File: config.mk
export PLATFORM = sky130hd
export DESIGN_NAME = led_mode_ctrl
export DESIGN_NICKNAME = d
export VERILOG_FILES = /design/src/rtl/led_mode_ctrl_pkg.sv /design/src/rtl/led_mode_ctrl_debounce.sv /design/src/rtl/led_mode_ctrl.sv
export SDC_FILE = /design/constraint.sdc
export NUM_CORES = 1
export LEC_CHECK = 0
export CORE_MARGIN = 8
export CORE_UTILIZATION = 35
export DETAILED_ROUTE_END_ITERATION = 8
export PLACE_DENSITY_LB_ADDON = 0.12
export SLEW_MARGIN = 10
export SYNTH_ARGS = -nofsm -noshare
export SYNTH_HDL_FRONTEND = slang
export SYNTH_HIERARCHICAL = 1
export SYNTH_SLANG_ARGS = --single-unit
File: constraint.sdc
create_clock -name sys_clk -period 2.4 [get_ports sys_clk]
set_clock_uncertainty 0.15 [all_clocks]
set_input_delay 0.24 -clock sys_clk [delete_from_list [all_inputs] [get_ports sys_clk]]
set_output_delay 0.24 -clock sys_clk [all_outputs]
set_load 0.01 [all_outputs]
File: src/rtl/led_mode_ctrl_pkg.sv
// Shared mode encoding and LED patterns for led_mode_ctrl.
// Imported by the top and by key_debounce.
package led_mode_ctrl_pkg;

  localparam int MODE_W = 2;

  typedef enum logic [MODE_W-1:0] {
    MODE_OFF  = 2'd0,
    MODE_ALT  = 2'd1,
    MODE_SYNC = 2'd2,
    MODE_ON   = 2'd3
  } mode_e;

  localparam logic [1:0] LED_NONE = 2'b00;
  localparam logic [1:0] LED_L0   = 2'b01;
  localparam logic [1:0] LED_L1   = 2'b10;
  localparam logic [1:0] LED_BOTH = 2'b11;

  function automatic logic [1:0] led_pattern(
    input mode_e m,
    input logic  ph
  );
    logic [1:0] p;
    p = LED_NONE;
    unique case (m)
      MODE_OFF:  p = LED_NONE;
      MODE_ALT:  p = ph ? LED_L1 : LED_L0;
      MODE_SYNC: p = ph ? LED_NONE : LED_BOTH;
      MODE_ON:   p = LED_BOTH;
      default:   p = LED_NONE;
    endcase
    return p;
  endfunction

endpackage

File: src/rtl/led_mode_ctrl_debounce.sv
// key_debounce: 2-flop sync, stable-time debounce, press pulse.
// Level resets to released so a key held at reset yields one press.
module key_debounce
  import led_mode_ctrl_pkg::*;
#(
  parameter logic [19:0] DEB_MAX = 20'd1_000_000
) (
  input  logic sys_clk,
  input  logic sys_rst_n,
  input  logic key_in,
  output logic key_lvl,
  output logic key_press
);

  logic        sync1_q, sync2_q;
  logic        lvl_q, lvl_d;
  logic        press_q, press_d;
  logic [19:0] cnt_q, cnt_d;

  // bring the raw key into the sys_clk domain
  always_ff @(posedge sys_clk or negedge sys_rst_n) begin
    if (!sys_rst_n) begin
      sync1_q <= 1'b1;
      sync2_q <= 1'b1;
    end else begin
      sync1_q <= key_in;
      sync2_q <= sync1_q;
    end
  end

  // count stable cycles of a differing synced value, then adopt it
  always_comb begin
    lvl_d   = lvl_q;
    cnt_d   = cnt_q;
    press_d = 1'b0;
    if (sync2_q == lvl_q) begin
      cnt_d = '0;
    end else if (cnt_q >= DEB_MAX - 20'd1) begin
      cnt_d   = '0;
      lvl_d   = sync2_q;
      press_d = ~sync2_q;
    end else begin
      cnt_d = cnt_q + 20'd1;
    end
  end

  // debounce state registers
  always_ff @(posedge sys_clk or negedge sys_rst_n) begin
    if (!sys_rst_n) begin
      lvl_q   <= 1'b1;
      cnt_q   <= '0;
      press_q <= 1'b0;
    end else begin
      lvl_q   <= lvl_d;
      cnt_q   <= cnt_d;
      press_q <= press_d;
    end
  end

  assign key_lvl   = lvl_q;
  assign key_press = press_q;

endmodule

File: src/rtl/led_mode_ctrl.sv
// led_mode_ctrl: key-stepped LED pattern FSM with timebase.
// LED_SPEED_EN: key1 cycles a speed divisor instead of pausing.
module led_mode_ctrl
  import led_mode_ctrl_pkg::*;
#(
  parameter logic [24:0] CNT_MAX = 25'd25_000_000,
  parameter logic [19:0] DEB_MAX = 20'd1_000_000
) (
  input  logic       sys_clk,
  input  logic       sys_rst_n,
  input  logic [1:0] key,
  output logic [1:0] led,
  output logic [1:0] mode
);

  logic [1:0]  press;
  logic [1:0]  key_lvl_unused;
  logic        both;
  mode_e       mode_q, mode_d;
  logic        phase_q, phase_d;
  logic [24:0] tb_cnt_q, tb_cnt_d;
  logic [24:0] period;
  logic        tick;
  logic        paused;
  logic [1:0]  led_q, led_d;

  for (genvar i = 0; i < 2; i++) begin : g_key
    key_debounce #(
      .DEB_MAX(DEB_MAX)
    ) u_deb (
      .sys_clk  (sys_clk),
      .sys_rst_n(sys_rst_n),
      .key_in   (key[i]),
      .key_lvl  (key_lvl_unused[i]),
      .key_press(press[i])
    );
  end

  assign both = press[0] & press[1];

`ifdef LED_SPEED_EN
  logic [1:0] speed_q, speed_d;

  // key1 steps the speed; both keys together restore full period
  always_comb begin
    speed_d = speed_q;
    if (both)
      speed_d = 2'd0;
    else if (press[1])
      speed_d = speed_q + 2'd1;
  end

  // speed register
  always_ff @(posedge sys_clk or negedge sys_rst_n) begin
    if (!sys_rst_n)
      speed_q <= 2'd0;
    else
      speed_q <= speed_d;
  end

  assign paused = 1'b0;
  assign period = CNT_MAX >> speed_q;
`else
  logic paused_q, paused_d;

  // key1 toggles pause; both keys together force run
  always_comb begin
    paused_d = paused_q;
    if (both)
      paused_d = 1'b0;
    else if (press[1])
      paused_d = ~paused_q;
  end

  // pause register
  always_ff @(posedge sys_clk or negedge sys_rst_n) begin
    if (!sys_rst_n)
      paused_q <= 1'b0;
    else
      paused_q <= paused_d;
  end

  assign paused = paused_q;
  assign period = CNT_MAX;
`endif

  // >= so a shrinking period wraps immediately
  assign tick = tb_cnt_q >= period - 25'd1;

  // FSM state register
  always_ff @(posedge sys_clk or negedge sys_rst_n) begin
    if (!sys_rst_n)
      mode_q <= MODE_OFF;
    else
      mode_q <= mode_d;
  end

  // FSM next state: key0 advances, both keys reset to OFF
  always_comb begin
    mode_d = mode_q;
    if (both)
      mode_d = MODE_OFF;
    else if (press[0])
      mode_d = mode_e'(mode_q + 2'd1);
  end

  // timebase: restart on mode change, hold while paused
  always_comb begin
    tb_cnt_d = tb_cnt_q;
    phase_d  = phase_q;
    if (press[0]) begin
      tb_cnt_d = '0;
      phase_d  = 1'b0;
    end else if (!paused) begin
      if (tick) begin
        tb_cnt_d = '0;
        phase_d  = ~phase_q;
      end else begin
        tb_cnt_d = tb_cnt_q + 25'd1;
      end
    end
  end

  // timebase registers
  always_ff @(posedge sys_clk or negedge sys_rst_n) begin
    if (!sys_rst_n) begin
      tb_cnt_q <= '0;
      phase_q  <= 1'b0;
    end else begin
      tb_cnt_q <= tb_cnt_d;
      phase_q  <= phase_d;
    end
  end

  // FSM output decode
  always_comb begin
    led_d = led_pattern(mode_q, phase_q);
  end

  // registered LED drive
  always_ff @(posedge sys_clk or negedge sys_rst_n) begin
    if (!sys_rst_n)
      led_q <= LED_NONE;
    else
      led_q <= led_d;
  end

  assign led  = led_q;
  assign mode = mode_q;

endmodule

==> results.md <==
- Crit end category: register
- CP top delay family: compound AO/OA/AOI/OAI gates
- Number of port buffers: 7
- Largest family of logic cells by synthesized area: simple AND/OR/NAND/NOR gates
- CORE AREA: 11270 sq um
- Final Critical Period: 2.283 ns
- Via count: 2949
- Hold Vio Cnt, Final: 0
- Synth Net Count: 407
- CTS Sinks: 79
- Period utilization: 95.11%
- Avg Cell Area, Syn: 10.10 sq um
- Initial DRC count: 155
- First-pass GRT wire length: 14030 um
- # IOs: 8
- Root Driver: clkbuf_16
- Final ANT Viol Nets: 0
- WHS Path Cells: 1
- Total grt overflow: 0
- Worst-Skew Late Latency: 0.34 ns
- Cell Chain, Critical Path: or4_1 > a211o_1 > a211o_1 > a21oi_1
- R2R depth: 4
- Clock-pin slew on the worst setup and hold paths: 0.06 ns
- Worst hold path class: input pin to register
- WL per Instance: 14.05 um
- Mapped Cells: 396
- Sw power: 589.5 uW
- Slowest cell on the critical path: a211o_1
- Mapped Area: 4001 sq um
- Die Y: 122.9 um
- CP startpoint kind: register
- Synth Area in Simple Gates: 24.67%
- CP Data Required Time: 2.50 ns
- Clock power frac: 50.3%
- Final WL: 8050 um
- Hold endpoint: g_key[0].u_deb/sync1_q
- Max VDD drop: 0.0003699 V
- Crit path top cell by count: a211o_1
- Final setup viols: 0
- Num CTS Buffers: 9
- Max Cap Violations: 0
- RSZ-0062 raised after global routing: no
- Placed instance count: 554
- Full die area: 15110 sq um
- Worst R2R End: g_key[0].u_deb/cnt_q[15]
- Power Density: 616.6 nW/um^2
- Max-slew violation total from the final report: 0
- Seq/Total Area, Yosys: 49.59%
- Switching share of power: 20.58%
- Starting density of the core: 35.50%
- Row count: 39
- Status: finished, final reports clean
- NumNets Final: 436
- Largest net degree at the start of global routing: 53
- DRC viols: 0
- Hold path startpoint: key[0]
- Initial antenna violation count: 0
- Vias in the first global route: 2938
- Cell variety after synth: 46
- Post-route cell area: 4646 sq um
- Combinational group share of total power: 2.3%
- Die width: 122.9 um
- Final setup TNS: 0 ns
- Leakage power: 0.001979 uW
- CTS tree: built
- Syn. warnings: 6
- CTS H-tree depth: 3
- 1st-pass router iterations: 4
- Final Power: 2865 uW
- Crit path kind: register to register
- Placer Congestion: 0.7921
- XOR/XNOR Fraction of Synth Area: 10.51%
- Area post-placement: 4313 sq um
- Slowest cell delay on critical path: 0.54 ns
- GRT Overall Usage: 11.70%
- Critical path fanouts, max: 18
- Final std cells w/o fill: 573
- Adder-cell area share of the yosys netlist: 2.189%
- R2R Setup Slk: 0.12 ns
- Crit path buf inv count: 0
- Worst-margin pin slew: 0.5989 ns
- Worst rel slew slack: 60.07%
- # diodes: 0
- Layout cells sized above 1: 11.86%
- Compound-Gate Fraction of Synth Area: 9.568%
- Int Pwr: 2275 uW
- Dpl hpwl: 5434 um
- Crit path DAT: 2.38 ns
- Max Fclk: 438.1 MHz
- Via/cell ratio: 5.147
- Reg power frac: 47.4%
- Worst reg2reg startpoint: g_key[0].u_deb/cnt_q[11]
- Number of synthesized register bits: 79
- Maximum root-to-sink buffer count: 2
- Synth-to-Final Area Change: 16.10%
- Proportion of synthesized area in mux cells: 0.8443%
==> per-layer routing <==
metal / GRT usage, % / wire length [um] / vias to the layer above
met5: 0 / 0 / -
met4: 6.626 / 192 / 0
met3: 2.192 / 182 / 12
met2: 18.25 / 3661 / 26
met1: 15.01 / 4014 / 1430
li1: - / - / 1481
==> kinds of logic (layout without fill, tap and decap cells) <==
group / count (synthesis) / in the layout
muxes: 3 / 3
adders and majority gates: 7 / 7
xor gates and xnor gates: 48 / 48
buffers and inverters: 16 / 50
and+or+nand+nor: 189 / 189
AOI/OAI and AO/OA: 54 / 54
DFF: 79 / 79
==> power groups by stage <==
stage	Clock (uW)	Combinational (uW)	Sequential [uW]
global route	1550	77.1	1360
global placement	0	66.4	1380
detailed placement	0	66.6	1380
floorplan	0	30.6	1380
finish	1440	65.1	1360
CTS	1490	68.8	1360
==> worst reg2reg max path, stage by stage (launching register included) <==
cell	delay [ns]
dfrtp_1	0.43
or4_1	0.53
a211o_1	0.31
a211o_1	0.54
a21oi_1	0.24
==> per-stage QoR <==
stage / hold slack, ns / util, % / setup slack, ns
CTS: 0.1389 / 41.07 / 0.04443
global placement: 0.03914 / 38.26 / 0.09857
detailed placement: 0.04298 / 38.26 / 0.07508
finish: 0.1547 / 41.21 / 0.1174
floorplan: -0.2056 / - / 0.2715
global route: 0.1581 / 41.21 / 0.02375
==> cell type report <==
cell class                      count  area [sq um]
Fill cell                        1101          6626
Sequential cell                    79          1984
Multi-Input combinational cell    301          1913
Timing Repair Buffer               28         240.2
Clock buffer                       12         236.5
Tap cell                          143         178.9
Clock inverter                      4         70.07
Inverter                            6         22.52
==> timing repair <==
item                       CTS  global route
hold endpoints to repair    27             0
hold buffers                 1             0
resized for setup            0             1
setup buffers                0             2
setup endpoints to repair    0            23
==> cell usage in the layout, fill, tap and decap left out, drive strengths merged, types with 3 or more instances in the layout <==
cell type       n
ha              7
nand4b          3
nand3          17
nor4            5
nor3b           5
clkbuf         12
clkdlybuf4s50   6
or3             7
nand4          20
o21ai          12
nand2          27
o22ai           5
a21oi          16
buf            21
xor2           32
and2            6
xnor2          16
nor2           59
inv             6
dfstp           6
mux2            3
nor3            9
o31ai           6
dfrtp          73
or4             8
and3           12
a2111oi         3
and4            7
a211o           4
==> state kept, by name, indices dropped and copies added (netlist names) <==
signal	flops
phase_q	1
g_key.u_deb/sync1_q	2
g_key.u_deb/cnt_q	40
tb_cnt_q	25
g_key.u_deb/sync2_q	2
led	2
g_key.u_deb/key_press	2
paused	1
g_key.u_deb/key_lvl	2
mode	2
==> worst max-delay path by stage <==
stage                                         from                       end  slack (ns)  cells past startpoint
after floorplan            g_key[0].u_deb/cnt_q[0]  g_key[0].u_deb/cnt_q[13]        0.27                      8
after global placement                 tb_cnt_q[0]               tb_cnt_q[3]         0.1                      7
after detailed placement               tb_cnt_q[0]              tb_cnt_q[21]        0.08                      7
after CTS                              tb_cnt_q[0]              tb_cnt_q[21]        0.04                      7
after global routing      g_key[0].u_deb/cnt_q[11]  g_key[0].u_deb/cnt_q[18]        0.02                      4
final                     g_key[0].u_deb/cnt_q[11]  g_key[0].u_deb/cnt_q[15]        0.12                      4
==> synth_stat cells, drive strengths merged <==
cell	instances	area share, %
a2111oi	3	1.1
a211o	4	0.88
a21oi	16	2.0
a22o	1	0.22
a32o	1	0.25
a41oi	1	0.22
and2	6	0.97
and3	12	1.9
and4	7	1.6
buf	5	1.6
clkbuf	5	0.47
dfrtp	73	46
dfstp	6	3.9
ha	7	2.2
inv	6	0.56
mux2	3	0.84
nand2	27	2.5
nand3	17	2.1
nand3b	1	0.19
nand4	20	3.1
nand4b	3	0.66
nor2	59	5.6
nor2b	2	0.31
nor3	9	1.3
nor3b	5	0.94
nor4	5	0.78
o2111a	1	0.28
o21a	1	0.19
o21ai	12	1.5
o22ai	5	0.78
o311ai	1	0.22
o31a	2	0.44
o31ai	6	1.5
or2	1	0.16
or3	7	1.1
or4	8	1.5
xnor2	16	3.5
xor2	32	7.0
(Power assumes the default switching activity.)
